[src/rtl/npc_pkg.sv]
// Shared types and constants for the instruction fetch unit.
// Latency: none, declarations only.
// Backpressure: not applicable.
package npc_pkg;

  typedef enum logic [1:0] {
    IDLE = 2'd0,
    REQ  = 2'd1,
    WAIT = 2'd2,
    HOLD = 2'd3
  } ifu_state_t;

  localparam int          INST_W   = 32;
  localparam logic [31:0] RESET_PC = 32'h8000_0000;
  localparam logic [INST_W-1:0] INST_NOP = 32'h0000_0013;

endpackage

[src/rtl/npc_ifu.sv]
// Instruction fetch: owns the PC, issues one memory read at a time, buffers the word for the core.
// Latency: request accepted in N, response in N+1, inst_valid in N+2 (1 inst per 3 cycles at best).
// Backpressure: inst_ready low holds the buffered word and stalls fetch; req_ready low holds the request.
module npc_ifu #(
  parameter int                ADDR_W   = 32,
  parameter logic [ADDR_W-1:0] RESET_PC = ADDR_W'(npc_pkg::RESET_PC),
  parameter int                CNT_W    = 32
) (
  input  logic                        clk,
  input  logic                        rst,
  output logic                        req_valid,
  input  logic                        req_ready,
  output logic [ADDR_W-1:0]           req_addr,
  input  logic                        resp_valid,
  input  logic [npc_pkg::INST_W-1:0]  resp_data,
  output logic                        inst_valid,
  input  logic                        inst_ready,
  output logic [npc_pkg::INST_W-1:0]  inst,
  output logic [ADDR_W-1:0]           inst_pc,
  input  logic                        redirect_valid,
  input  logic [ADDR_W-1:0]           redirect_pc,
  output logic [CNT_W-1:0]            fetch_count
);
  import npc_pkg::*;

  localparam logic [ADDR_W-1:0] PC_STEP    = ADDR_W'(4);
  localparam logic [ADDR_W-1:0] ALIGN_MASK = ~ADDR_W'(3);

  ifu_state_t        state, state_nxt;
  logic [ADDR_W-1:0] pc, pc_nxt;
  logic              drop, drop_nxt;
  logic              buf_load;
  logic              inst_hs;
  logic [ADDR_W-1:0] redir_pc;

  // Redirect targets are always word aligned.
  assign redir_pc = redirect_pc & ALIGN_MASK;

  // Request side is decoded from registered state only.
  assign req_valid = (state == REQ);
  assign req_addr  = pc;

  // State register.
  always_ff @(posedge clk or negedge rst) begin
    if (!rst) begin
      state <= IDLE;
    end else begin
      state <= state_nxt;
    end
  end

  // Next state, next PC, stale-response tracking and buffer/handshake strobes.
  always_comb begin
    state_nxt = state;
    pc_nxt    = pc;
    drop_nxt  = drop;
    buf_load  = 1'b0;
    inst_hs   = 1'b0;
    case (state)
      IDLE: state_nxt = REQ;
      REQ: begin
        if (redirect_valid) pc_nxt = redir_pc;
        if (req_ready) begin
          state_nxt = WAIT;
          // A request accepted alongside a redirect targets the old PC.
          drop_nxt  = redirect_valid;
        end
      end
      WAIT: begin
        if (resp_valid) begin
          drop_nxt = 1'b0;
          if (redirect_valid) begin
            pc_nxt    = redir_pc;
            state_nxt = REQ;
          end else if (drop) begin
            state_nxt = REQ;
          end else begin
            buf_load  = 1'b1;
            state_nxt = HOLD;
          end
        end else if (redirect_valid) begin
          // The in-flight response is now stale; discard it when it lands.
          pc_nxt   = redir_pc;
          drop_nxt = 1'b1;
        end
      end
      HOLD: begin
        if (inst_ready) begin
          inst_hs   = 1'b1;
          pc_nxt    = pc + PC_STEP;
          state_nxt = REQ;
        end
        // Redirect overrides the sequential PC even when the handshake completes.
        if (redirect_valid) begin
          pc_nxt    = redir_pc;
          state_nxt = REQ;
        end
      end
      default: state_nxt = IDLE;
    endcase
  end

  // PC and stale-response flag.
  always_ff @(posedge clk or negedge rst) begin
    if (!rst) begin
      pc   <= RESET_PC;
      drop <= 1'b0;
    end else begin
      pc   <= pc_nxt;
      drop <= drop_nxt;
    end
  end

  // One-entry instruction buffer presented to the core.
  always_ff @(posedge clk or negedge rst) begin
    if (!rst) begin
      inst_valid <= 1'b0;
      inst       <= INST_NOP;
      inst_pc    <= RESET_PC;
    end else begin
      inst_valid <= (state_nxt == HOLD);
      if (buf_load) begin
        inst    <= resp_data;
        inst_pc <= pc;
      end
    end
  end

  // Count of instructions handed to the core.
  always_ff @(posedge clk or negedge rst) begin
    if (!rst) begin
      fetch_count <= '0;
    end else if (inst_hs) begin
      fetch_count <= fetch_count + CNT_W'(1);
    end
  end

endmodule
[config.mk]
export PLATFORM = sky130hd
export DESIGN_NAME = npc_ifu
export DESIGN_NICKNAME = d
export VERILOG_FILES = /design/src/rtl/npc_pkg.sv /design/src/rtl/npc_ifu.sv
export SDC_FILE = /design/constraint.sdc
export NUM_CORES = 1
export LEC_CHECK = 0
export ABC_AREA = 1
export CAP_MARGIN = 25
export CELL_PAD_IN_SITES_DETAIL_PLACEMENT = 2
export CELL_PAD_IN_SITES_GLOBAL_PLACEMENT = 2
export CORE_MARGIN = 5
export CORE_UTILIZATION = 28
export CTS_CLUSTER_DIAMETER = 150
export CTS_CLUSTER_SIZE = 10
export DETAILED_ROUTE_END_ITERATION = 8
export PLACE_DENSITY_LB_ADDON = 0.1
export RECOVER_POWER = 50
export SYNTH_ARGS = -nofsm -noshare
export SYNTH_HDL_FRONTEND = slang
export SYNTH_SLANG_ARGS = --single-unit
export TNS_END_PERCENT = 100
[constraint.sdc]
create_clock -name clk -period 5 [get_ports clk]
set_input_delay 1 -clock clk [delete_from_list [all_inputs] [get_ports clk]]
set_output_delay 1 -clock clk [all_outputs]
set_load 0.03 [all_outputs]
==> impl_results.md <==
* Status: finished with violations
* Failing checks: max-capacitance violations, max-slew violations
* Final cycle utilization of the critical path at 0.643
* Footprint of the multi-input gates at 3020 µm²
* Least-Margin Pin Slew at 2.29 ns
* RSZ-0062 raised after global routing: false
* Routed wire per std cell at 17.5 µm
* Nets at 1,198
* Vias in the first global route at 7,509
* Slew headroom at -0.524
* Hold slack at 0.464 ns
* Final instance count without filler cells at 1,453
* Quantity of hold-fixing buffers added after cts at 0
* DRC Markers at 0
* Clock skew at 0.0157 ns
* VDD IR max at 0.252 mV
* First-pass iteration count of the detailed router at 4
* Setup TNS at 0 ns
* Fin. Hold Viols at 0
* PostCTS Resize Cnt at 0
* Cell Area, Synth at 6700 µm²
* Overall track demand over capacity in global routing at 0.193
* Total number of vias at 6,722
* Avg Vias per Cell at 4.63
* Final core utilization at 0.402
* Initial antenna violation count at 0
* CP startpoint kind: primary input
* Die area at 27,100 µm²
* Max capacitance violation total at 3
* Synth warnings at 0
* Hpwl dp at 19.1 mm
* Post-synthesis sequential area ratio at 0.479
* Layout area overhead at 41.4%
* First-pass GRT wire length at 40.8 mm
* Setup violators final at 0
* Initial Utilization at 0.285
* Mean Syn Cell Area at 7.22 µm²
* Share of cells above drive strength 1 at 0.0424
* Critical Path AT at 3.57 ns
* Gate Count Post-Synth at 928
* Core Box Area at 23,500 µm²
* Fillers at 2,742
* Die height at 165 µm
* Routability Congestion at 0.798
* Routed Antenna Nets at 0
* Io pins at 200
* Main flop type after synthesis: dfrtp_1
* Power Dens Cells at 608 nW/µm²
* Worst-path clk slew at 0.06 ns
* Clk_lat worst skew at 0.42 ns
* Row count at 56
* Clk buf depth at 2
* Worst-path fanout max at 36
* EDFF count, synth at 0
* Worst hold path depth at 2
* WS Path Type: in2reg
* Reg2reg path depth at 8
* DRT Wirelength at 25.4 mm
* Post-CTS Setup Bufs at 0
* IO Port Bufs at 193
* Post-synth ARST share at 1.00
* Die W at 165 µm
* Congestion Overflow GR at 0
* Peak Freq at 311 MHz
* CP endpoint kind: flip-flop
* CTS tree: built
* Power, Total at 5.76 mW
* Placed cells at 1,421
* DR iter-0 viols at 262
* FF/Latch Area at 3210 µm²
* Distinct cells, synth at 33
* Min-Delay Path Class: reg2reg
* Largest net degree at the start of global routing at 62
* Period minus WS final at 3.22 ns
* H-tree depth at 4
* Max-slew violations at 108
* CTS Buf Count at 17
* Req. time, crit path at 5.35 ns
* Flops & latches, synth at 128
* Clock Tree Root: clkbuf_16
* Clk sink count at 128
* Pleak at 4.24 nW
-- worst max-delay path, stage by stage --
cell and delay [ns]:
dlygate4sd3_1 0.55, nand2_1 0.08, nor3_1 0.20, clkbuf_1 1.28, a21oi_1 0.07, a21oi_1 0.24
and2_0 0.15
-- synth_stat cells (7+ instances only) --
cell | n | area [µm²]
nor2_1 | 134 | 503
clkbuf_1 | 13 | 48.8
nand4_1 | 7 | 43.8
buf_2 | 10 | 50.1
xor2_1 | 7 | 61.3
xnor2_1 | 13 | 114
dfrtp_1 | 123 | 3080
nand2_1 | 373 | 1400
inv_1 | 75 | 282
nand3_1 | 53 | 265
nor3_1 | 7 | 35.0
o21ai_0 | 54 | 270
a21oi_1 | 11 | 55.1
ha_1 | 7 | 87.6
-- report_power, final --
part / leakage, nW / internal (mW) / switching (mW)
Clock: 0.277 / 0.739 / 0.518
Combinational: 2.32 / 0.978 / 1.71
Sequential: 1.64 / 1.44 / 0.377
Total: 4.24 / 3.15 / 2.61
-- area by class of cell --
type,instances,share of cell area
tap,319,0.0422
inverter,79,0.0313
clock inverter,14,0.0166
antenna,1,0.000264
clock buffer,17,0.0449
multi-input combinational,697,0.319
timing repair buffer,198,0.207
sequential,128,0.339
-- metrics by stage --
step                      worst slack, ns  cell area, µm²
after floorplan                      3.00            6710
after global placement               1.52            8950
after detailed placement             1.47            8950
after CTS                            1.85            9530
after global routing                 1.28            9470
final                                1.78            9470
-- worst paths after layout --
| kind | start | to | slack, ns |
|---|---|---|---|
| worst min register to register | inst[29]$_DFFE_PN0P_ | inst[29]$_DFFE_PN0P_ | 0.46 |
| max in group asynchronous | rst | fetch_count[7]$_DFFE_PN0P_ | 1.85 |
| min in group asynchronous | rst | inst[13]$_DFFE_PN0P_ | 0.57 |
| worst min-delay path | inst[29]$_DFFE_PN0P_ | inst[29]$_DFFE_PN0P_ | 0.46 |
| worst max register to register | state[0]$_DFF_PN0_ | inst_valid$_DFF_PN0_ | 2.15 |
| worst max-delay path | resp_valid | inst_valid$_DFF_PN0_ | 1.78 |
-- layout by cell type (no fill, tap or decap) --
master / synthesis / routed
or2_2: 1 / 1
o22ai_1: 5 / 5
xnor2_1: 13 / 13
clkinv_2: 0 / 1
mux2_2: 1 / 1
and2_0: 0 / 1
a31oi_1: 2 / 2
bufinv_16: 0 / 2
ha_1: 7 / 7
a21oi_1: 11 / 11
nor2_2: 5 / 3
clkdlybuf4s50_1: 0 / 171
clkbuf_16: 0 / 17
nor3_1: 7 / 8
xor2_1: 7 / 7
dlygate4sd3_1: 0 / 21
o21ai_0: 54 / 54
nand2_2: 2 / 1
clkbuf_1: 13 / 3
nor2_1: 134 / 137
o21bai_1: 1 / 1
inv_1: 75 / 77
nand4_1: 7 / 7
dfstp_2: 5 / 5
diode_2: 0 / 1
conb_1: 1 / 4
inv_6: 0 / 4
clkinv_4: 0 / 4
nand3_1: 53 / 55
dfrtp_1: 123 / 123
nand3b_1: 3 / 4
clkinvlp_4: 0 / 3
buf_4: 4 / 2
o21ai_2: 1 / 1
inv_2: 4 / 2
buf_6: 0 / 1
nand2_1: 373 / 374
-- routing by layer --
| layer | routed length [µm] | share of wire | track usage | vias to the layer above |
|---|---|---|---|---|
| li1 | - | - | - | 3265 |
| met1 | 10700 | 0.42 | 0.227 | 3319 |
| met2 | 13600 | 0.53 | 0.362 | 119 |
| met3 | 828 | 0.033 | 0.0372 | 19 |
| met4 | 297 | 0.012 | 0.0439 | 0 |
| met5 | 0 | 0 | 0 | - |
-- state kept, by name, indices dropped and copies added, names as in the netlist --
name         cells
inst_pc         30
fetch_count     32
req_addr        30
drop             1
inst_valid       1
inst            32
state            2
-- cells by family after synthesis --
family / after synthesis / share of synthesized area
xor+xnor: 20 / 0.0261
flops: 128 / 0.479
simple gates: 591 / 0.358
compound gates: 74 / 0.0575
fa+ha+maj: 7 / 0.0131
mux: 1 / 0.00168
other cells: 1 / 0.000560
buf+inv: 106 / 0.0635
Note: power is estimated with default switching activity, not from simulation.
